--- src/rtl/ff_pkg.sv ---
`default_nettype none
// ============================================================================
//  Module      : ff_pkg
//  Description : Shared definitions for the serial load sequencer: FSM state
//                encoding and the sizing rule for its cycle counter.
//  Revision    : 1.0 - initial release
// ============================================================================
package ff_pkg;

  typedef enum logic [1:0] {
    ST_IDLE   = 2'd0,
    ST_PRESET = 2'd1,
    ST_SHIFT  = 2'd2,
    ST_DONE   = 2'd3
  } state_e;

  // One counter serves both the preset pulse and the bit index, so it is
  // sized for whichever of the two phases is longer.
  function automatic int unsigned cnt_width(input int unsigned w, input int unsigned p);
    int unsigned m;
    m = (w > p) ? w : p;
    return $clog2(m + 1);
  endfunction

endpackage
`default_nettype wire

--- src/rtl/load_sequencer_tx.sv ---
`default_nettype none
// ============================================================================
//  Module      : load_sequencer_tx
//  Description : Accepts a parallel word on a valid/ready handshake and plays
//                it out MSB first on load_bit under an active-low load strobe,
//                optionally preceded by an active-low preset pulse.
//  Ports       : clk, clr       - clock, async active-high reset
//                in_valid/ready - word handshake
//                in_data        - word to transmit (WIDTH bits)
//                in_preset      - request preset pulse before the frame
//                pre_n, load_n  - active-low strobes to downstream flops
//                load_bit       - serial data bit
//                busy, done     - frame in progress / end-of-frame pulse
//  Revision    : 1.0 - initial release
// ============================================================================
module load_sequencer_tx
  import ff_pkg::*;
#(
  parameter int WIDTH      = 8,
  parameter int PRE_CYCLES = 1
) (
  input  logic             clk,
  input  logic             clr,
  input  logic             in_valid,
  output logic             in_ready,
  input  logic [WIDTH-1:0] in_data,
  input  logic             in_preset,
  output logic             pre_n,
  output logic             load_n,
  output logic             load_bit,
  output logic             busy,
  output logic             done
);

  localparam int unsigned c_cnt_w = cnt_width(WIDTH, PRE_CYCLES);
  localparam logic [c_cnt_w-1:0] c_last_bit = c_cnt_w'(WIDTH - 1);
  localparam logic [c_cnt_w-1:0] c_last_pre = c_cnt_w'(PRE_CYCLES - 1);
  localparam logic [c_cnt_w-1:0] c_one      = c_cnt_w'(1);

  state_e             state_q;
  logic [c_cnt_w-1:0] cnt_q;
  logic [WIDTH-1:0]   data_q;
  logic               in_ready_q;
  logic               busy_q;
  logic               pre_n_q;
  logic               load_n_q;
  logic               load_bit_q;
  logic               done_q;

  // data_q is an MSB-out shift register: load_bit is always loaded from the
  // top bit as it leaves, so the bit on the wire in a cycle was presented on
  // the edge that started that cycle.
  always_ff @(posedge clk or posedge clr) begin
    if (clr) begin
      state_q    <= ST_IDLE;
      cnt_q      <= '0;
      data_q     <= '0;
      in_ready_q <= 1'b0;
      busy_q     <= 1'b0;
      pre_n_q    <= 1'b1;
      load_n_q   <= 1'b1;
      load_bit_q <= 1'b0;
      done_q     <= 1'b0;
    end else begin
      case (state_q)
        ST_IDLE: begin
          done_q <= 1'b0;
          // in_ready_q is low for the first cycle out of reset, which blocks
          // an accept until the ready flag has been raised.
          if (in_valid && in_ready_q) begin
            in_ready_q <= 1'b0;
            busy_q     <= 1'b1;
            cnt_q      <= '0;
            if (in_preset) begin
              state_q <= ST_PRESET;
              pre_n_q <= 1'b0;
              data_q  <= in_data;
            end else begin
              state_q    <= ST_SHIFT;
              load_n_q   <= 1'b0;
              load_bit_q <= in_data[WIDTH-1];
              data_q     <= {in_data[WIDTH-2:0], 1'b0};
            end
          end else begin
            in_ready_q <= 1'b1;
          end
        end

        ST_PRESET: begin
          if (cnt_q == c_last_pre) begin
            // pre_n releases on the same edge load_n asserts: never overlap.
            state_q    <= ST_SHIFT;
            cnt_q      <= '0;
            pre_n_q    <= 1'b1;
            load_n_q   <= 1'b0;
            load_bit_q <= data_q[WIDTH-1];
            data_q     <= {data_q[WIDTH-2:0], 1'b0};
          end else begin
            cnt_q <= cnt_q + c_one;
          end
        end

        ST_SHIFT: begin
          if (cnt_q == c_last_bit) begin
            state_q    <= ST_DONE;
            load_n_q   <= 1'b1;
            load_bit_q <= 1'b0;
            done_q     <= 1'b1;
          end else begin
            cnt_q      <= cnt_q + c_one;
            load_bit_q <= data_q[WIDTH-1];
            data_q     <= {data_q[WIDTH-2:0], 1'b0};
          end
        end

        ST_DONE: begin
          state_q    <= ST_IDLE;
          cnt_q      <= '0;
          data_q     <= '0;
          done_q     <= 1'b0;
          busy_q     <= 1'b0;
          in_ready_q <= 1'b1;
        end

        default: begin
          state_q <= ST_IDLE;
        end
      endcase
    end
  end

  assign in_ready = in_ready_q;
  assign busy     = busy_q;
  assign pre_n    = pre_n_q;
  assign load_n   = load_n_q;
  assign load_bit = load_bit_q;
  assign done     = done_q;

endmodule
`default_nettype wire

--- config.mk ---
export PLATFORM = sky130hd
export DESIGN_NAME = load_sequencer_tx
export DESIGN_NICKNAME = d
export VERILOG_FILES = /design/src/rtl/ff_pkg.sv /design/src/rtl/load_sequencer_tx.sv
export SDC_FILE = /design/constraint.sdc
export NUM_CORES = 1
export LEC_CHECK = 0
export CORE_MARGIN = 4
export CORE_UTILIZATION = 48
export DETAILED_ROUTE_END_ITERATION = 6
export PLACE_DENSITY = 0.85
export SYNTH_ARGS = -nofsm -noshare
export SYNTH_HDL_FRONTEND = slang
export SYNTH_SLANG_ARGS = --single-unit
--- constraint.sdc ---
create_clock -name clk -period 1.4 [get_ports clk]
set_input_delay 0.28 -clock clk [delete_from_list [all_inputs] [get_ports clk]]
set_output_delay 0.28 -clock clk [all_outputs]
set_load 0.005 [all_outputs]
# After elaboration in Yosys (flattened, before gate mapping)
# Index checks and enable logic that the tools add are counted.
# classes
add_sub_neg,1
eq_ne,10
n_mux,33
n_reduce_logical,16
# ops
op,count
$mux W8,4
$pmux W8 S4,1
$pmux W4 S4,1
$mux W1,13
$mux W4,3
$ne A2 B2 Y1 const B,6
$mux W2,4
$pmux W1 S2,4
$pmux W2 S4,1
$reduce_and A4 Y1,2
$pmux W1 S3,2
$reduce_and A2 Y1,3
$reduce_and A3 Y1,2
$reduce_bool A2 Y1,3
$reduce_and A5 Y1,1
$add A4 B1 Y4 const B,1
$eq A2 B2 Y1 const B,2
$eq A4 B3 Y1 const B,1
$logic_not A4 Y1,1
$reduce_bool A3 Y1,1
$eq A2 B1 Y1 const B,1
$logic_not A2 Y1,1
$reduce_or A2 Y1,1
$logic_and A1 B1 Y1,1
# totals
reg_bits,20
inputBits,12
out_inout_bits,6
elab_cells,69

# Logic depth before layout (Yosys ltp)
# logic_depth
depth_word,4
mapped_depth,8
mapped_depth_nobuf,6

# Least setup slack after synthesis
# OpenSTA, ideal clock, no wires.
# synth_timing
path_type,reg2reg
start,register state_q[0]
end,register load_bit_q (netlist: load_bit)
setup_ns,0.125
arrival_ns,1.366
required_time_ns,1.275
setup_slack_ns,-0.092
stages_incl_launch_ff,7
n_path_buf,1
synth_period_minus_slack_ns,1.492
path_cell_list,dfrtp_1 inv_1 ha_1 buf_4 a21oi_1 nand3_2 mux2_4
# synth_between
elab_chain_len,3
word_cells_on_any_way,9
classes_between,5 x eq/ne; 1 x mux; 3 x reduce/logical
# synth_lines
item,line,text
start: declaration,load_sequencer_tx.sv:40,state_e state_q;
start signal: assignment,load_sequencer_tx.sv:55,state_q <= ST_IDLE;
start signal: assignment,load_sequencer_tx.sv:75,state_q <= ST_PRESET;
start signal: assignment,load_sequencer_tx.sv:79,state_q <= ST_SHIFT;
$eq A2 B1 Y1 (tied with other cells),load_sequencer_tx.sv:65,case (state_q)
$ne A2 B2 Y1 (no line) / $reduce_bool A3 Y1 (equally long branches),n/a,
$reduce_and A4 Y1 (no line),n/a,
end signal: assignment,load_sequencer_tx.sv:81,load_bit_q <= in_data[WIDTH-1];
end signal: assignment,load_sequencer_tx.sv:96,load_bit_q <= data_q[WIDTH-1];
end signal: assignment,load_sequencer_tx.sv:111,load_bit_q <= data_q[WIDTH-1];
end: declaration,load_sequencer_tx.sv:47,logic load_bit_q;
# Several ways; a longest one is shown, not always the timed one.
# A chain may end at the register's enable or synchronous reset.

# Worst setup path after layout
# Same ends and word-level chain as after synthesis.

==> qor.yml <==
tightest_slew_ns: 0.3035
grt_antenna_before_repair: 0
critPathArrivalTime_ns: 1.75
clk_pin_slew_ns: 0.12
async_reset_ff_frac: 1.000
worstHoldPathType: "input pin to async pin"
drtIter0Drc: 93
final-seq-area_um2: 504.2
wl_um: 3606
port_buffers: 17
ys_ff_latch: 20
cts_buffers: 3
clk_latency_ns: 0.32
synth_fp_nets: 149
status: "finished with violations"
place.detailed.hpwl_um: 2092
hold_viol: 0
drt.antenna.violating_nets: 0
die-area_um2: 3538
fmax_mhz: 656.0
leakage_nw: 0.9311
num-fill-cells: 142
ios: 18
cts_tree: "yes"
ys_top_cells_by_count: "nand2_1 (19), dfrtp_1 (18), inv_1 (10)"
synth_area_leader_cell: "dfrtp_1"
rows: 18
setup_violations: 17
required_ns: 1.62
stdcell_count: 217
synthesis.area_um2: 1272
peakVddDrop_v: 0.001640
grt_usage: 0.2097
place_congestion: 0.8349
max-cap-violations: 0
yosysMostFrequentCell: "nand2_1"
die_height_um: 59.49
dieWidth_um: 59.49
synth-edff-count: 0
finalInstanceArea_um2: 1984
cts.path.max_buffers: 2
drt-wirelength-per-cell_um: 16.62
startpoint_type: "flip-flop"
skew_ns: 0.005113
synth_area_per_cell_um2: 9.714
grt_pass1_wl_um: 5651
ys_warn_count: 0
synthCells: 131
yosys.cell_types.count: 37
grt_max_degree: 21
slew_viol_final: 0
synth_top_area_frac: 0.3540
num-nets-final: 206
multiInputGateArea_um2: 858.3
period_share: 1.089
clk_root_buffer_cell: "clkbuf_4"
powerDensity_nw_per_um2: 2049
start_util: 0.5090
route.detailed.drc: 0
synthTopCellsByArea: "dfrtp_1 (35%), mux2_2 (6.2%), ha_1 (5.9%), nand2_1 (5.6%), buf_6 (4.4%)"
worstSetupPathType: "flip-flop to flip-flop"
place_inst: 193
h-tree-depth: 1
min_period_ns: 1.524
end_kind: "flip-flop"
antenna_cells: 0
vias: 1193
placed_cell_area_um2: 1598
syn2layout_area_growth_pct: 55.95
seq_area_frac_synth: 0.3953
rsz0062_at_grt: "yes"
crit_fanout: 5
clkSinkCount: 20
grt_overflow: 0
drt_pass1_iterations: 4
finish.utilization: 0.7938
relSlewSlack: 0.7977
grt_pass1_vias: 1248
core_um2: 2500
setup_slack_ns: -0.1244
failed_checks: "setup timing"
viasPerCell: 5.498
synth_ff_type: "dfrtp_1"
layout-drive-gt1-share: 0.5187
-- routing by layer --
layer	wire [um]	GRT usage	share of wire
met4	36	0.07443	0.010
met2	1978	0.3760	0.55
met3	119	0.05229	0.033
met5	0	0	0
met1	1472	0.2378	0.41
-- power by group --
| group | switching [W] | leakage (nW) | internal, W |
|---|---|---|---|
| clock network | 0.000199 | 0.0210 | 0.000160 |
| registers | 0.000116 | 0.252 | 0.000776 |
| logic | 0.00135 | 0.658 | 0.00146 |
-- kinds of logic after synthesis --
group           count (synthesis)  share of synthesized area
fa+ha+maj                       6                    0.05900
simple gates                   40                     0.1691
buf+inv                        17                    0.08358
flops                          20                     0.3953
mux                            12                     0.1052
compound gates                 36                     0.1878
-- worst paths after layout --
kind                             end  slack (ns)  cells after the start        from
max                         load_bit       -0.12                      7  state_q[0]
min                         load_bit        0.27                      3         clr
max reg2reg                 load_bit       -0.12                      7  state_q[0]
min reg2reg                data_q[3]        0.51                      2   data_q[3]
max in group asynchronous      pre_n        0.86                      3         clr
min in group clk           data_q[3]        0.51                      2   data_q[3]
-- final cells by class --
type | count | area share
well taps | 30 | 0.01892
repair buffers | 59 | 0.2573
multi-input cells | 94 | 0.4325
clock buffers | 4 | 0.01829
flip-flops and latches | 20 | 0.2541
inverters | 10 | 0.01892
-- flip-flops by register name (all words and copies together), names as in the netlist --
name      cells
pre_n         1
done          1
in_ready      1
state_q       2
data_q        8
load_n        1
load_bit      1
busy          1
cnt_q         4
-- metrics by stage --
step / power [W] / TNS (ns) / worst slack (ns) / hold slack (ns)
6_report: 0.004067 / -1.007 / -0.1244 / 0.2717
5_1_grt: 0.004333 / -2.064 / -0.1893 / 0.2938
4_1_cts: 0.003696 / -0.4394 / -0.1017 / 0.2868
3_5_place_dp: 0.002851 / -3.607 / -0.2610 / 0.4828
3_3_place_gp: 0.002761 / -3.001 / -0.2327 / 0.4677
2_1_floorplan: 0.002251 / -0.04346 / -0.02224 / 0.2423
-- worst max-delay path, cell delays in order, from the launching register on --
cell,delay [ns]
dfrtp_1,0.42
inv_2,0.13
ha_4,0.16
buf_6,0.13
nor2_4,0.04
a21oi_2,0.14
nand3_2,0.10
mux2_4,0.31
-- cell usage in the layout, fill, tap and decap left out, types with 2 or more instances in the layout --
cell type and instances:
mux2i_2 2, a22oi_1 3, mux2i_1 2, clkdlybuf4s50_1 11
dfstp_2 2, o21ai_2 3, nand3_1 2, a21oi_2 3
dfrtp_1 17, clkbuf_4 3, nand2_2 2, dlygate4sd2_1 4
nand2_1 17, buf_6 6, buf_4 35, o21ai_1 10
nor2_1 5, a21oi_1 5, mux2_2 7, ha_4 4
inv_1 5, inv_2 5, nand3_2 2
-- timing repair --
item	4_1_cts	5_1_grt
endpoints found under the setup margin	24	19
buffers inserted	12	9
pin swaps	7	11
gates resized for setup	31	28
hold buffers	0	0
No activity file was read; power rests on OpenSTA's default activity.
